### config.mk
export PLATFORM = sky130hd
export DESIGN_NAME = mg_output_serializer
export DESIGN_NICKNAME = d
export VERILOG_FILES = /design/src/rtl/mg_output_serializer_pkg.sv /design/src/rtl/mg_output_serializer_byte_mux.sv /design/src/rtl/mg_output_serializer.sv
export SDC_FILE = /design/constraint.sdc
export NUM_CORES = 1
export LEC_CHECK = 0
export CORE_UTILIZATION = 40
export DETAILED_ROUTE_END_ITERATION = 8
export PLACE_DENSITY = 0.66
export SKIP_LAST_GASP = 1
export SYNTH_ARGS = -nofsm -noshare
export SYNTH_HDL_FRONTEND = slang
export SYNTH_HIERARCHICAL = 1
export SYNTH_SLANG_ARGS = --single-unit
### constraint.sdc
create_clock -name clk -period 3.2 [get_ports clk]
set_clock_uncertainty 0.1 [all_clocks]
set_input_delay 0.64 -clock clk [delete_from_list [all_inputs] [get_ports clk]]
set_output_delay 0.64 -clock clk [all_outputs]
set_load 0.01 [all_outputs]
### src/rtl/mg_output_serializer_pkg.sv
// Shared constants for the response serializer: sync byte, packet lengths, state encodings.
package mg_output_serializer_pkg;

  localparam logic [7:0] SYNC_BYTE_DEF = 8'hCD;
  localparam int         PKT_LEN_BASE  = 17;
  localparam int         PKT_LEN_CSUM  = 18;
  localparam int         IDX_W         = 5;
  localparam logic [IDX_W-1:0] LAST_IDX = IDX_W'(PKT_LEN_BASE - 1);

  typedef enum logic [1:0] {
    ST_IDLE = 2'd0,
    ST_SEND = 2'd1,
    ST_CSUM = 2'd2
  } state_e;

endpackage

### src/rtl/mg_output_serializer_byte_mux.sv
// mg_byte_mux: combinational pick of payload byte sel_i (big-endian status, count, address, data).
module mg_byte_mux (
  input  logic [31:0] status_i,
  input  logic [27:0] count_i,
  input  logic [31:0] address_i,
  input  logic [31:0] data_i,
  input  logic [3:0]  sel_i,
  output logic [7:0]  byte_o
);

  logic [127:0] payload;

  assign payload = {status_i, 4'h0, count_i, address_i, data_i};

  always_comb begin
    byte_o = payload[8*(15 - int'(sel_i)) +: 8];
  end

endmodule

### src/rtl/mg_output_serializer.sv
// Captures one-cycle master responses and streams them as SYNC + 16 payload bytes, first byte one cycle after out_en.
// MG_OUT_CHECKSUM_EN appends an XOR checksum byte of payload bytes; out_en while busy is dropped and sets sticky overflow.
module mg_output_serializer
  import mg_output_serializer_pkg::*;
#(
  parameter logic [7:0] SYNC_BYTE = SYNC_BYTE_DEF,
  parameter int         CNT_W     = 16
) (
  input  logic             clk,
  input  logic             rst,
  input  logic             out_en,
  input  logic [31:0]      out_status,
  input  logic [31:0]      out_address,
  input  logic [31:0]      out_data,
  input  logic [27:0]      out_data_count,
  output logic             out_ready,
  output logic [7:0]       tx_byte,
  output logic             tx_valid,
  input  logic             tx_ready,
  output logic             overflow,
  output logic [CNT_W-1:0] packets_sent
);

  state_e             state_q;
  logic [IDX_W-1:0]   idx_q;
  logic [31:0]        status_q;
  logic [31:0]        address_q;
  logic [31:0]        data_q;
  logic [27:0]        count_q;
  logic               out_ready_q;
  logic               tx_valid_q;
  logic [7:0]         tx_byte_q;
  logic               overflow_q;
  logic [CNT_W-1:0]   packets_q;
  logic [CNT_W-1:0]   packets_d;
  logic [7:0]         mux_byte;
  logic               tx_fire;
`ifdef MG_OUT_CHECKSUM_EN
  logic [7:0]         csum_q;
  logic [7:0]         csum_d;
`endif

  assign tx_fire   = tx_valid_q && tx_ready;
  assign packets_d = packets_q + CNT_W'(1);
`ifdef MG_OUT_CHECKSUM_EN
  // SYNC (idx 0) is excluded from the running XOR.
  assign csum_d    = (idx_q == '0) ? csum_q : (csum_q ^ tx_byte_q);
`endif

  mg_byte_mux u_byte_mux (
    .status_i  (status_q),
    .count_i   (count_q),
    .address_i (address_q),
    .data_i    (data_q),
    .sel_i     (idx_q[3:0]),
    .byte_o    (mux_byte)
  );

  always_ff @(posedge clk) begin
    if (rst) begin
      state_q     <= ST_IDLE;
      idx_q       <= '0;
      status_q    <= '0;
      address_q   <= '0;
      data_q      <= '0;
      count_q     <= '0;
      out_ready_q <= 1'b1;
      tx_valid_q  <= 1'b0;
      tx_byte_q   <= 8'h00;
      overflow_q  <= 1'b0;
      packets_q   <= '0;
`ifdef MG_OUT_CHECKSUM_EN
      csum_q      <= 8'h00;
`endif
    end else begin
      if (out_en && (state_q != ST_IDLE)) begin
        overflow_q <= 1'b1;
      end
      case (state_q)
        ST_IDLE: begin
          if (out_en) begin
            status_q    <= out_status;
            address_q   <= out_address;
            data_q      <= out_data;
            count_q     <= out_data_count;
            state_q     <= ST_SEND;
            idx_q       <= '0;
            tx_valid_q  <= 1'b1;
            tx_byte_q   <= SYNC_BYTE;
            out_ready_q <= 1'b0;
`ifdef MG_OUT_CHECKSUM_EN
            csum_q      <= 8'h00;
`endif
          end
        end
        ST_SEND: begin
          if (tx_fire) begin
`ifdef MG_OUT_CHECKSUM_EN
            csum_q <= csum_d;
`endif
            if (idx_q == LAST_IDX) begin
`ifdef MG_OUT_CHECKSUM_EN
              state_q     <= ST_CSUM;
              tx_byte_q   <= csum_d;
`else
              state_q     <= ST_IDLE;
              tx_valid_q  <= 1'b0;
              out_ready_q <= 1'b1;
              packets_q   <= packets_d;
`endif
            end else begin
              // Mux select idx yields packet byte idx+1, so the next byte is ready without a bubble.
              idx_q     <= idx_q + IDX_W'(1);
              tx_byte_q <= mux_byte;
            end
          end
        end
`ifdef MG_OUT_CHECKSUM_EN
        ST_CSUM: begin
          if (tx_fire) begin
            state_q     <= ST_IDLE;
            tx_valid_q  <= 1'b0;
            out_ready_q <= 1'b1;
            packets_q   <= packets_d;
          end
        end
`endif
        default: begin
          state_q     <= ST_IDLE;
          tx_valid_q  <= 1'b0;
          out_ready_q <= 1'b1;
        end
      endcase
    end
  end

  assign out_ready    = out_ready_q;
  assign tx_valid     = tx_valid_q;
  assign tx_byte      = tx_byte_q;
  assign overflow     = overflow_q;
  assign packets_sent = packets_q;

endmodule
==> summary.txt <==
Net Count, Synth: 936
Die H: 132 µm
Global-route wire length before repair: 29700 µm
Startpoint Class: flip-flop
All-Layer GR Usage: 21.6%
WL per Instance: 15.7 µm
Top Ports: 155
Drt drc: 0
Area share of the largest cell type after synthesis: 46.2%
CP max FO: 16
Worst path bufs/invs: 1
Synth cell types: 51
Yosys reg bits: 156
Post-CTS Setup Repair Bufs: 0
Number of stages on the worst setup path: 1
Post-route ant nets: 0
Final Hold Violating Endpoints: 0
Synth Instances: 805
Tcrit/Tclk final: 78.1%
Rows: 47
Clk pin slew, worst setup/hold paths: 0.06 ns
Area of the multi-input gates: 0.00332 mm²
Initial antenna violation count: 1
Initial Util: 40.9%
Synth area leader: dfxtp_1
Iteration-0 DRC Markers: 496
Core area: 0.0165 mm²
CTS tree: built
Hold Path Depth: 2
Max-slew headroom: 36.5%
Synth area leaders: dfxtp_1 (46%), nand2_1 (15%), a21oi_1 (10%)
Final Critical Period: 2.50 ns
Synthesized area: 0.00676 mm²
Max Buffers Root-to-Sink: 2
Critical path type: reg -> out
Worst VDD drop: 0.000404 V
Total negative setup slack: 0 ns
Arrival @ worst endpoint: 1.76 ns
Clock Latency Late Sink: 0.42 ns
Cells along the critical path: clkdlybuf4s50_1
Sequential element share of the synthesized area: 46.2%
Fin. max-slew vios: 0
Final setup fails: 0
Pwr per Cell Area: 515 mW/mm²
Hold slack: 0.349 ns
Vias: 5971
Die X-Extent: 132 µm
Max Clk Rate: 0.400 GHz
Gpl congestion: 0.753
CP Data Required Time: 2.46 ns
Port buffer count: 154
H-tree depth: 4
CP max-delay cell: dfxtp_1
Sink Count: 156
Status: finished, final reports clean
Share of cells above drive strength 1: 8.26%
Type of the worst min-delay path: reg -> reg
Number of nets in the layout: 1062
Total die area: 0.0174 mm²
Clock Tree Root: clkbuf_16
Slowest stage delay, CP: 0.69 ns
Non-Filler Instances: 1165
Hold buffer count at CTS: 0
Register area: 0.00312 mm²
Post_cts resized: 0
Congestion Overflow GR: 0
Delay-heaviest family, CP: flip-flops
DRT Pass-1 Iters: 5
Placed cell area: 0.00843 mm²
Leakage: 3.28 nW
Place WS: 0.781 ns
Vias per inst: 5.13
Vias in the first global route: 5619
Syn_area_per_cell: 8.40 µm²
Synth warn: 6
Unrepaired setup endpoints after global routing: false
Reg2Reg Depth: 6
Cells after DPL: 1132
TritonCTS Buffers: 17
Crit end category: primary output
Slew @ Worst Pin: 0.953 ns
Setup WS post-layout: 0.699 ns
Design area: 0.00903 mm²
DP HPWL: 12800 µm
Largest net degree at the start of global routing: 90
# fillers: 1570
Area Growth Syn to Fin: 33.6%
Detailed Route WL: 18300 µm
Max_cap viols: 0
power breakdown:
part / internal, W / switching (W) / total [W]
registers: 0.00204 / 0.0000631 / 0.00210
clock network: 0.00123 / 0.000808 / 0.00204
logic: 0.000277 / 0.000238 / 0.000514
area by class of cell:
class                   instances  area share [%]
multi-input cells             586            36.8
diodes                          1          0.0277
clock inverters                14            1.88
flip-flops and latches        156            34.6
repair buffers                167            18.8
inverters                       3           0.125
well taps                     220            3.05
clock buffers                  18            4.75
flip-flops by register name, summed over array words and instances, names as in the netlist:
| register | count |
|---|---|
| out_ready | 1 |
| tx_valid | 1 |
| data_q | 32 |
| count_q | 28 |
| idx_q | 5 |
| packets_sent | 16 |
| overflow | 1 |
| status_q | 32 |
| address_q | 32 |
| tx_byte | 8 |
final timing paths:
path / start / endpoint / slack, ns
worst min register to register: address_q[14]$_SDFFE_PP0P_ / address_q[14]$_SDFFE_PP0P_ / 0.35
worst min-delay path: address_q[14]$_SDFFE_PP0P_ / address_q[14]$_SDFFE_PP0P_ / 0.35
worst max register to register: idx_q[2]$_SDFFE_PP0P_ / tx_byte[0]$_SDFFE_PP0P_ / 0.85
worst max-delay path: tx_valid$_SDFFE_PP0P_ / tx_valid / 0.70
metrics by stage:
stage	utilization [%]	total power [W]
3_3_place_gp	51.0	0.00266
2_1_floorplan	-	0.00238
3_5_place_dp	51.0	0.00266
5_1_grt	54.6	0.00485
6_report	54.7	0.00466
4_1_cts	54.6	0.00471
cells by family (layout without fill, tap and decap cells):
kind of cell | count (synthesis) | count (layout) | synth area share (%)
other | 0 | 1 | 0
buffers and inverters | 63 | 202 | 4.94
AO/OA/AOI/OAI | 181 | 181 | 14.5
flip-flops | 156 | 156 | 46.2
multiplexers | 43 | 43 | 10.1
XOR/XNOR | 12 | 12 | 1.55
adder cells (fa/ha/maj) | 3 | 3 | 0.555
AND/OR/NAND/NOR | 347 | 347 | 22.2
Yosys cell counts, drive strengths merged:
master	n
mux4	17
buf	18
nand4b	2
and4bb	1
nor4	1
and4	4
o22ai	6
a221oi	4
mux2i	13
a22o	3
and2	2
nand2	265
inv	3
nand3b	1
a21o	3
dfxtp	156
a211o	1
or3	5
a32o	1
clkbuf	42
nor2b	4
a22oi	6
xnor2	6
or4	1
xor2	6
o2bb2ai	3
nand2b	4
nand3	13
ha	3
nor2	20
a21oi	141
and3	3
nor3b	5
o21ai	13
nand4	6
nor3	9
nand4bb	1
mux2	13
layout by cell type (no fill, tap or decap), drive strengths merged, types with 4 or more instances in the layout:
cell type	Yosys	final
o21ai	13	13
clkinv	0	8
nor3b	5	5
and4	4	4
nand2b	4	4
mux4	17	17
nand3	13	13
nor2	20	20
inv	3	5
nor3	9	9
o22ai	6	6
xnor2	6	6
a21oi	141	141
nand4	6	6
nand2	265	265
a221oi	4	4
or3	5	5
buf	18	14
xor2	6	6
a22oi	6	6
clkdlybuf4s50	0	153
mux2i	13	13
clkbuf	42	18
nor2b	4	4
dfxtp	156	156
mux2	13	13
metal layers:
layer | vias to the layer above | GRT usage [%] | part of all wire (%)
met5 | - | 0 | 0
met4 | 0 | 6.91 | 1.4
met3 | 18 | 4.34 | 5.1
met2 | 153 | 34.1 | 46
met1 | 2789 | 29.7 | 47
li1 | 3011 | - | -
(Power assumes the default switching activity.)
